<file path="config.mk">
export PLATFORM = sky130hd
export DESIGN_NAME = hazard_ctrl_flat
export DESIGN_NICKNAME = d
export VERILOG_FILES = /design/src/rtl/hazard_pkg.sv /design/src/rtl/hazard_ctrl_if.sv /design/src/rtl/hazard_ctrl_mc_sequencer.sv /design/src/rtl/hazard_ctrl.sv /design/src/flat_wrapper.sv
export SDC_FILE = /design/constraint.sdc
export NUM_CORES = 1
export LEC_CHECK = 0
export ABC_AREA = 1
export BUFFER_PORTS_ARGS = -buffer_cell sky130_fd_sc_hd__clkbuf_2
export CAP_MARGIN = 20
export CORE_MARGIN = 2
export CORE_UTILIZATION = 45
export CTS_CLUSTER_SIZE = 16
export DETAILED_ROUTE_END_ITERATION = 10
export HOLD_SLACK_MARGIN = 0.15
export PLACE_DENSITY_LB_ADDON = 0.25
export SETUP_SLACK_MARGIN = 0.15
export SYNTH_ARGS = -nofsm -noshare
export SYNTH_HDL_FRONTEND = slang
export SYNTH_SLANG_ARGS = --single-unit
</file>
<file path="constraint.sdc">
create_clock -name clk -period 2 [get_ports clk]
set_clock_uncertainty 0.05 [all_clocks]
set_input_delay 0.5 -clock clk [delete_from_list [all_inputs] [get_ports clk]]
set_output_delay 0.5 -clock clk [all_outputs]
set_load 0.02 [all_outputs]
</file>
<file path="src/rtl/hazard_pkg.sv">
// rtl/hazard_pkg.sv - shared types for the pipeline hazard controller
package hazard_pkg;

    typedef enum logic [1:0] {
        FWD_RF  = 2'b00,
        FWD_WB  = 2'b01,
        FWD_MEM = 2'b10
    } fwd_sel_e;

    typedef enum logic [1:0] {
        MC_IDLE,
        MC_BUSY,
        MC_DONE
    } mc_state_e;

endpackage

</file>
<file path="src/rtl/hazard_ctrl_if.sv">
// rtl/hazard_ctrl_if.sv - pipeline-side signal bundle of the hazard controller
interface hazard_ctrl_if #(
    parameter int RA_W  = 5,
    parameter int CNT_W = 32
);
    logic [RA_W-1:0]  Rs1D;
    logic [RA_W-1:0]  Rs2D;
    logic [RA_W-1:0]  Rs1E;
    logic [RA_W-1:0]  Rs2E;
    logic [RA_W-1:0]  RdE;
    logic [RA_W-1:0]  RdM;
    logic [RA_W-1:0]  RdW;
    logic             RegWriteM;
    logic             RegWriteW;
    logic             ResultSrcE0;
    logic             PCSrcE;
    logic             McStartE;
    logic             StallF;
    logic             StallD;
    logic             StallE;
    logic             FlushD;
    logic             FlushE;
    logic [1:0]       ForwardAE;
    logic [1:0]       ForwardBE;
    logic             McBusyE;
    logic             McDoneE;
    logic [CNT_W-1:0] StallCycles;

    modport master (
        output Rs1D, Rs2D, Rs1E, Rs2E, RdE, RdM, RdW,
        output RegWriteM, RegWriteW, ResultSrcE0, PCSrcE, McStartE,
        input  StallF, StallD, StallE, FlushD, FlushE,
        input  ForwardAE, ForwardBE, McBusyE, McDoneE, StallCycles
    );

    modport slave (
        input  Rs1D, Rs2D, Rs1E, Rs2E, RdE, RdM, RdW,
        input  RegWriteM, RegWriteW, ResultSrcE0, PCSrcE, McStartE,
        output StallF, StallD, StallE, FlushD, FlushE,
        output ForwardAE, ForwardBE, McBusyE, McDoneE, StallCycles
    );
endinterface

</file>
<file path="src/rtl/hazard_ctrl_mc_sequencer.sv">
// rtl/hazard_ctrl_mc_sequencer.sv - multi-cycle E-stage op sequencer (MUL/DIV freeze)
module mc_sequencer
    import hazard_pkg::*;
#(
    parameter int MC_LATENCY = 4
) (
    input  logic clk,
    input  logic reset,
    input  logic McStartE,
    input  logic PCSrcE,
    output logic busy,
    output logic done,
    output logic hold
);
    localparam int CW       = $clog2(MC_LATENCY) + 1;
    localparam int BUSY_CYC = MC_LATENCY - 2;
    // cnt holds the number of BUSY cycles still to come after the current one
    localparam logic [CW-1:0] LOAD = CW'((BUSY_CYC > 0) ? BUSY_CYC - 1 : 0);

    mc_state_e     state, state_nxt;
    logic [CW-1:0] cnt, cnt_nxt;

    always_ff @(posedge clk) begin
        if (reset) begin
            state <= MC_IDLE;
            cnt   <= '0;
        end else begin
            state <= state_nxt;
            cnt   <= cnt_nxt;
        end
    end

    always_comb begin
        state_nxt = state;
        cnt_nxt   = cnt;
        hold      = 1'b0;
        case (state)
            MC_IDLE: begin
                // a taken branch kills the op in E, so it never starts
                if (McStartE && !PCSrcE) begin
                    hold = 1'b1;
                    if (BUSY_CYC > 0) begin
                        state_nxt = MC_BUSY;
                        cnt_nxt   = LOAD;
                    end else begin
                        state_nxt = MC_DONE;
                    end
                end
            end
            MC_BUSY: begin
                hold = 1'b1;
                if (cnt != '0) cnt_nxt = cnt - CW'(1);
                else           state_nxt = MC_DONE;
            end
            MC_DONE: state_nxt = MC_IDLE;
            default: state_nxt = MC_IDLE;
        endcase
    end

    assign busy = (state == MC_BUSY);
    assign done = (state == MC_DONE);

endmodule

</file>
<file path="src/rtl/hazard_ctrl.sv">
// rtl/hazard_ctrl.sv - stall/flush/forwarding control for the 5-stage pipeline
module hazard_ctrl
    import hazard_pkg::*;
#(
    parameter int MC_LATENCY = 4,
    parameter int CNT_W      = 32,
    parameter int RA_W       = 5
) (
    input  logic          clk,
    input  logic          reset,
    hazard_ctrl_if.slave  hif
);
    logic [RA_W-1:0]  rs1d, rs2d, rs1e, rs2e, rde, rdm, rdw;
    logic [CNT_W-1:0] stall_cnt;
    logic             lw_stall, mc_busy, mc_done, mc_hold;
    logic             stall_f, stall_d, stall_e, flush_d, flush_e;
    fwd_sel_e         fwd_a, fwd_b;

    assign rs1d = hif.Rs1D;
    assign rs2d = hif.Rs2D;
    assign rs1e = hif.Rs1E;
    assign rs2e = hif.Rs2E;
    assign rde  = hif.RdE;
    assign rdm  = hif.RdM;
    assign rdw  = hif.RdW;

    // M is the younger producer, so it has priority over W; x0 is never forwarded
    function automatic fwd_sel_e fwd_select(input logic [RA_W-1:0] rs,
                                            input logic [RA_W-1:0] rd_m,
                                            input logic [RA_W-1:0] rd_w,
                                            input logic            we_m,
                                            input logic            we_w);
        if (we_m && rd_m == rs && rd_m != '0)      return FWD_MEM;
        else if (we_w && rd_w == rs && rd_w != '0) return FWD_WB;
        else                                       return FWD_RF;
    endfunction

    assign lw_stall = hif.ResultSrcE0 && rde != '0 && (rde == rs1d || rde == rs2d);

    mc_sequencer #(.MC_LATENCY(MC_LATENCY)) u_mc (
        .clk      (clk),
        .reset    (reset),
        .McStartE (hif.McStartE),
        .PCSrcE   (hif.PCSrcE),
        .busy     (mc_busy),
        .done     (mc_done),
        .hold     (mc_hold)
    );

    always_comb begin
        fwd_a   = FWD_RF;
        fwd_b   = FWD_RF;
        stall_f = 1'b0;
        stall_d = 1'b0;
        stall_e = 1'b0;
        flush_d = 1'b1;
        flush_e = 1'b1;
        if (!reset) begin
            fwd_a = fwd_select(rs1e, rdm, rdw, hif.RegWriteM, hif.RegWriteW);
            fwd_b = fwd_select(rs2e, rdm, rdw, hif.RegWriteM, hif.RegWriteW);
            if (mc_hold) begin
                // E is frozen on the multi-cycle op: load-use and redirect wait
                stall_f = 1'b1;
                stall_d = 1'b1;
                stall_e = 1'b1;
                flush_d = 1'b0;
                flush_e = 1'b0;
            end else begin
                stall_f = lw_stall;
                stall_d = lw_stall;
                flush_d = hif.PCSrcE;
                flush_e = lw_stall | hif.PCSrcE;
            end
        end
    end

    always_ff @(posedge clk) begin
        if (reset)        stall_cnt <= '0;
        else if (stall_f) stall_cnt <= stall_cnt + CNT_W'(1);
    end

    assign hif.StallF      = stall_f;
    assign hif.StallD      = stall_d;
    assign hif.StallE      = stall_e;
    assign hif.FlushD      = flush_d;
    assign hif.FlushE      = flush_e;
    assign hif.ForwardAE   = fwd_a;
    assign hif.ForwardBE   = fwd_b;
    assign hif.McBusyE     = mc_busy;
    assign hif.McDoneE     = mc_done;
    assign hif.StallCycles = stall_cnt;

endmodule

</file>
<file path="src/flat_wrapper.sv">
// flat-port wrapper written by rule: the top's interface ports become plain ports
module hazard_ctrl_flat import hazard_pkg::*;
#(
    parameter int MC_LATENCY = 4,
    parameter int CNT_W      = 32,
    parameter int RA_W       = 5
)
  (clk, reset, hif_Rs1D, hif_Rs2D, hif_Rs1E, hif_Rs2E, hif_RdE, hif_RdM, hif_RdW, hif_RegWriteM, hif_RegWriteW, hif_ResultSrcE0, hif_PCSrcE, hif_McStartE, hif_StallF, hif_StallD, hif_StallE, hif_FlushD, hif_FlushE, hif_ForwardAE, hif_ForwardBE, hif_McBusyE, hif_McDoneE, hif_StallCycles);
  hazard_ctrl_if #(.RA_W(RA_W), .CNT_W(CNT_W)) hif_i ();
  input  logic clk;
  input  logic reset;
  input wire logic [$bits(hif_i.Rs1D)-1:0] hif_Rs1D;
  input wire logic [$bits(hif_i.Rs2D)-1:0] hif_Rs2D;
  input wire logic [$bits(hif_i.Rs1E)-1:0] hif_Rs1E;
  input wire logic [$bits(hif_i.Rs2E)-1:0] hif_Rs2E;
  input wire logic [$bits(hif_i.RdE)-1:0] hif_RdE;
  input wire logic [$bits(hif_i.RdM)-1:0] hif_RdM;
  input wire logic [$bits(hif_i.RdW)-1:0] hif_RdW;
  input wire logic [$bits(hif_i.RegWriteM)-1:0] hif_RegWriteM;
  input wire logic [$bits(hif_i.RegWriteW)-1:0] hif_RegWriteW;
  input wire logic [$bits(hif_i.ResultSrcE0)-1:0] hif_ResultSrcE0;
  input wire logic [$bits(hif_i.PCSrcE)-1:0] hif_PCSrcE;
  input wire logic [$bits(hif_i.McStartE)-1:0] hif_McStartE;
  output wire logic [$bits(hif_i.StallF)-1:0] hif_StallF;
  output wire logic [$bits(hif_i.StallD)-1:0] hif_StallD;
  output wire logic [$bits(hif_i.StallE)-1:0] hif_StallE;
  output wire logic [$bits(hif_i.FlushD)-1:0] hif_FlushD;
  output wire logic [$bits(hif_i.FlushE)-1:0] hif_FlushE;
  output wire logic [$bits(hif_i.ForwardAE)-1:0] hif_ForwardAE;
  output wire logic [$bits(hif_i.ForwardBE)-1:0] hif_ForwardBE;
  output wire logic [$bits(hif_i.McBusyE)-1:0] hif_McBusyE;
  output wire logic [$bits(hif_i.McDoneE)-1:0] hif_McDoneE;
  output wire logic [$bits(hif_i.StallCycles)-1:0] hif_StallCycles;
  assign hif_i.Rs1D = hif_Rs1D;
  assign hif_i.Rs2D = hif_Rs2D;
  assign hif_i.Rs1E = hif_Rs1E;
  assign hif_i.Rs2E = hif_Rs2E;
  assign hif_i.RdE = hif_RdE;
  assign hif_i.RdM = hif_RdM;
  assign hif_i.RdW = hif_RdW;
  assign hif_i.RegWriteM = hif_RegWriteM;
  assign hif_i.RegWriteW = hif_RegWriteW;
  assign hif_i.ResultSrcE0 = hif_ResultSrcE0;
  assign hif_i.PCSrcE = hif_PCSrcE;
  assign hif_i.McStartE = hif_McStartE;
  assign hif_StallF = hif_i.StallF;
  assign hif_StallD = hif_i.StallD;
  assign hif_StallE = hif_i.StallE;
  assign hif_FlushD = hif_i.FlushD;
  assign hif_FlushE = hif_i.FlushE;
  assign hif_ForwardAE = hif_i.ForwardAE;
  assign hif_ForwardBE = hif_i.ForwardBE;
  assign hif_McBusyE = hif_i.McBusyE;
  assign hif_McDoneE = hif_i.McDoneE;
  assign hif_StallCycles = hif_i.StallCycles;
  hazard_ctrl #(.MC_LATENCY(MC_LATENCY), .CNT_W(CNT_W), .RA_W(RA_W)) u_core (.clk(clk), .reset(reset), .hif(hif_i));
endmodule
</file>
# Word-level counts from Yosys, hierarchy flattened
# Cells that the tools add are included.
# totals
ff_bits	37
latch_bits	0
ramBits	0
rom_bits	0
inputBits	42
word_cells	60
mem_count	0
# op_classes
add_sub_neg	2
n_mul	0
n_div	0
magnitude_cmp	0
eq_ne	11
n_shift	0
n_mux	22
bitwise	1
n_reduce_logical	21
# ops
operator	n
$add A32 B1 Y32 const B	1
$eq A5 B5 Y1	6
$reduce_bool A5 Y1	3
$mux W2	6
$logic_and A1 B1 Y1	11
$mux W1	11
$mux W3	2
$pmux W3 S2	1
$ne A2 B2 Y1 const B	2
$pmux W2 S2	1
$reduce_and A3 Y1	1
$reduce_bool A3 Y1	1
$sub A3 B1 Y3 const B	1
$eq A2 B1 Y1 const B	1
$eq A2 B2 Y1 const B	1
$logic_not A2 Y1	1
$ne A2 B1 Y1 const B	1
$pmux W1 S2	1
$reduce_and A2 Y1	1
$reduce_bool A2 Y1	1
$logic_not A1 Y1	1
$logic_or A1 B1 Y1	1
$or A1 B1 Y1	1

# Longest topological paths before layout
# logic_depth
word_depth	6
ltp_mapped	13
depth_no_buf	12

# Modules after synthesis
# From an unflattened synthesis, not the netlist that was laid out.
# hier_totals
cells_unflattened	430
hier_area_um2	2671.3
# modules_own_cells
mod	instances	cells_each	area_per_inst_um2
hazard_ctrl	1	388	2386.0
mc_sequencer	1	42	285.3

# Least setup slack after synthesis
# OpenSTA, ideal clock, no wires.
# synth_timing
path_type	input to output
from	in reset
to	out hif_ForwardAE[0]
t_arrival_ns	1.532
setup_slack_ns	-0.082
stages	6
n_path_buf	1
path_cell_list	clkbuf_1 -> inv_2 -> nand2_1 -> a211oi_1 -> nand4_1 -> a21oi_1
# synth_via
elab_chain_cells	1
# synth_lines
item	line	text
start, declared	flat_wrapper.sv:11	input logic reset;
$mux W2	hazard_ctrl.sv:58	if (!reset) begin
end, declared	flat_wrapper.sv:29	output wire logic [$bits(hif_i.ForwardAE)-1:0] hif_ForwardAE;
# Every way passes these cells.

# Worst setup path in the final report
# layout_timing
from	in hif_Rs2E[3]
to	out hif_ForwardBE[0]
# layout_via
elab_chain_cells	6
elab_cells_between_ends	9
# layout_lines
item	line	text
start, declared	flat_wrapper.sv:15	input wire logic [$bits(hif_i.Rs2E)-1:0] hif_Rs2E;
$eq A5 B5 Y1	hazard_ctrl.sv:34	else if (we_w && rd_w == rs && rd_w != '0) return FWD_WB;
$logic_and A1 B1 Y1 (2 in a row)	hazard_ctrl.sv:34	
$mux W1	hazard_ctrl.sv:34	
$mux W2 *	hazard_ctrl.sv:33	if (we_m && rd_m == rs && rd_m != '0) return FWD_MEM;
$mux W2 *	hazard_ctrl.sv:58	
end, declared	flat_wrapper.sv:30	output wire logic [$bits(hif_i.ForwardBE)-1:0] hif_ForwardBE;
# Every way passes the cells marked *; elsewhere a longest branch is shown, timed or not.

==> summary by stage <==
Status
The flow ran to the end, but the final reports show violations. The final reports fail on setup timing.

Power and ir drop
Power spread over the standard cell area amounts to 468 nW/um^2. The post-route total power is approximately 1.8 mW. The highest ir drop seen on vdd is 0.000334 V. The leakage dissipation is 1.78 nW.

Synthesis
The gate count of the mapped netlist is 421. dfxtp_1 takes more of the synthesized area than any other cell. The share of synthesized registers carrying an async set or reset is 0%. Sorting the synthesized cells by how often they occur yields 106 x nand2_1, 76 x nor2_1, 53 x inv_1. The synthesized design devotes to its leading area cell type 29.0% of total area. After synthesis, the netlist uses 38 different library cells. Each instance of the synthesized netlist takes up on average 6.07 um^2. Sorting the synthesized cells by area gives the leading types as dfxtp_1 29%, nand2_1 16%, nor2_1 11%. The number of warnings printed during yosys synthesis is 0. The flip-flop cell with the highest count after synthesis is dfxtp_1.

The synthesized netlist net count is 466. The synthesized design contains 0 enable-type register cells. nand2_1 is the most common cell in the netlist.

The sequential fraction of the synthesis area is 29.0%. The mapped cell area is 2560 um^2. The register bit total from synthesis is 37.

Floorplan
The area of the die is 6300 um^2. The floorplan core area is around 5500 um^2. The die is 79.4 um wide. Once the floorplan was initialized, standard cells occupied 46.4% of the core. The y dimension of the die is 79.4 um. The number of rows in the core area is 27. 85 I/O pins were placed.

Placed design
Summing all placed instances gives a cell area of 3220 um^2. The total of buffers placed on input and output ports is 84. The HPWL after detailed placement is 5070 um.

The worst setup slack before clock tree synthesis is -0.0745 ns. The final weighted congestion of routability-driven global placement is 0.921.

STA
The final-report max-slew violation count is 0. The worst path uses 101% of the clock period. The setup slack of the critical path after layout is -0.0256 ns. The slew of the pin with the lowest slew margin is 0.297 ns.

Setup repair after global routing could not meet its margin everywhere. The headroom to the max-slew limit is approximately 80%. The final critical delay including setup and external delays is 2.03 ns. Derived from the worst setup path, the maximum achievable clock frequency is 494 MHz. Setup violations remaining at the end of the flow were counted as 4.

The final hold violation count is 0.

Worst hold path
The worst min-delay path category is flip-flop to flip-flop. In this run the most critical hold path is launched from u_core.u_mc.cnt[2]$_SDFFE_PP0P_.

Critical path
The required arrival time at the worst endpoint is between 1 and 1.5 ns. The end of the worst register-to-register path is u_core.u_mc.cnt[1]$_SDFFE_PP0P_. The largest single stage delay on the critical path is ~0.25 ns. The count of buffer and inverter cells on the critical path is 3. The arrival time at the worst endpoint is 1.48 ns.

The critical path goes through clkbuf_2 > inv_1 > nor2_1 > nor4_2 > nand3_1 > nor2_4 > clkbuf_2. Among cell families on the critical path, the largest total delay comes from simple AND/OR/NAND/NOR gates. The setup check on the worst reg-to-reg path leaves a slack of 0.19 ns. The critical register-to-register path startpoint is u_core.u_mc.state[1]$_SDFFE_PP0P_.

The launching instance or port of the critical path is hif_Rs2E[3]. The sort of element at the start of the critical path is an input port. The critical path's slowest cell is nor4_2. The maximum fanout along the worst path is 3.

The most critical setup path has its endpoint at hif_ForwardBE[0]. The type of element capturing the critical path is a primary output. The worst-case reg-to-reg path depth is 12. Among the stages of the critical path, the cell type that occurs most often is clkbuf_2.

The worst setup path category is input port to primary output. In this run the number of cells on the critical path is 7.

Global routing
The total routing resource utilization after global routing is 23.8%. The initial antenna violation count was 0. The pin count of the biggest net entering global routing is 36. The via count of the first global-routing pass came to around 2900. The wire length of the first global-routing pass is roughly 12000 um. Summed over all layers, the global routing overflow is 0.

Clocking
The count of H-tree levels built during CTS is 2. In this run the clock root is driven by a clkbuf_8. For this design, the sink count on the clock tree is 37.

The quantity of hold-fixing buffers added after cts is 0. The clock-pin slew of the registers on the worst-case setup and hold paths is approximately 0.08 ns. The number of buffers between clock root and the deepest sink is 2. The TritonCTS clock tree is built.

The clock reaches the later pin of the worst-skew pair after 0.29 ns. The clock buffer count from CTS is 5.

Routing
The first-pass iteration count of the detailed router is 4. After detailed routing, the number of vias per cell comes to 5.07. The wire length per cell is 12.2 um. The wire length reported by the detailed router is 7430 um. In this run, the number of DRC markers left after iteration 0 of detailed routing was 92.

The detail route stage leaves a number of antenna-violating nets equal to 0. In the routed design, unresolved DRC markers number 0. The detailed-route via count is 3081.

Final layout
In the final design database the tool counted 580 nets. The post-layout instance area is 3830 um^2. The count of antenna diodes in the layout is 0.

The ratio of cells with drive above 1 in the final layout is 38.2%. The area growth from synthesis to layout is 49.9%. After filler insertion, the fill cell instance count of the layout stands at 454.

Run
Across the run, the number of max-cap violations was 0.
## worst min-delay path, delay by kind of cell, from the launching register on
family / cells / cell delay, ns
buffers and inverters: 1 / 0.06
flip-flops: 1 / 0.30
AO/OA/AOI/OAI: 1 / 0.08
## registers in the layout, indices dropped and copies added (netlist names)
register and cells:
u_core.hif.StallCycles 32, u_core.u_mc.state 2, u_core.u_mc.cnt 3
## cells in the final DEF (no fill, tap or decap), types with 15 or more instances in the layout
cell,n
a21oi_1,31
buf_4,29
buf_6,15
clkbuf_2,60
dfxtp_1,33
inv_1,40
nand2_1,93
nand2_2,15
nand3_1,33
nor2_1,65
## stage by stage
step | cells | TNS (ns) | utilization [%] | hold WS (ns)
after global placement | 585 | -0.129 | 58.5 | 0.420
after CTS | 604 | -0.00623 | 65.7 | 0.439
after floorplan | 421 | 0 | - | 0.399
after detailed placement | 585 | -0.210 | 58.5 | 0.430
after global routing | 608 | -0.388 | 69.6 | 0.466
final | 608 | -0.0662 | 69.6 | 0.442
## per-layer routing
metal | track usage, % | routed length (um) | vias up
met2 | 42.4 | 3710 | 74
met1 | 27.7 | 3230 | 1402
met4 | 10.7 | 199 | 0
met3 | 4.19 | 293 | 21
met5 | 0 | 0 | -
li1 | - | - | 1584
## cell type report
type | instances | area, um^2 | area share [%]
multi-input cells | 312 | 1730 | 45.1
repair buffers | 118 | 906 | 23.6
flip-flops and latches | 37 | 746 | 19.5
inverters | 61 | 267 | 6.95
well taps | 72 | 90.1 | 2.35
clock buffers | 6 | 82.6 | 2.15
clock inverters | 2 | 13.8 | 0.359
## where the power goes
group          leakage (nW)  internal, mW  switching [mW]
combinational          1.43         0.224           0.250
clock                0.0512         0.279           0.284
sequential            0.300         0.747         0.00980
total                  1.78          1.25           0.545
## logic make-up after synthesis
logic type | count (synthesis) | share of synthesized area (%)
flip-flops | 37 | 29.0
AO/OA/AOI/OAI | 48 | 10.5
adder cells (fa/ha/maj) | 3 | 1.47
XOR/XNOR | 8 | 2.74
AND/OR/NAND/NOR | 253 | 44.3
buffers and inverters | 72 | 12.1
## what timing repair did
item                                    CTS  global route
endpoints found under the setup margin    8            21
gates resized for setup                  50            63
setup buffers                            11             4
pin swaps                                16            21
## how the worst min path moves through the flow
stage                                                 end  cells past startpoint  slack, ns
after floorplan           u_core.u_mc.cnt[0]$_SDFFE_PP0P_                      2       0.40
after global placement    u_core.u_mc.cnt[0]$_SDFFE_PP0P_                      2       0.42
after detailed placement  u_core.u_mc.cnt[0]$_SDFFE_PP0P_                      2       0.43
after CTS                 u_core.u_mc.cnt[0]$_SDFFE_PP0P_                      2       0.44
after global routing      u_core.u_mc.cnt[0]$_SDFFE_PP0P_                      2       0.47
final                     u_core.u_mc.cnt[2]$_SDFFE_PP0P_                      2       0.44
No activity file was read; power rests on OpenSTA's default activity.
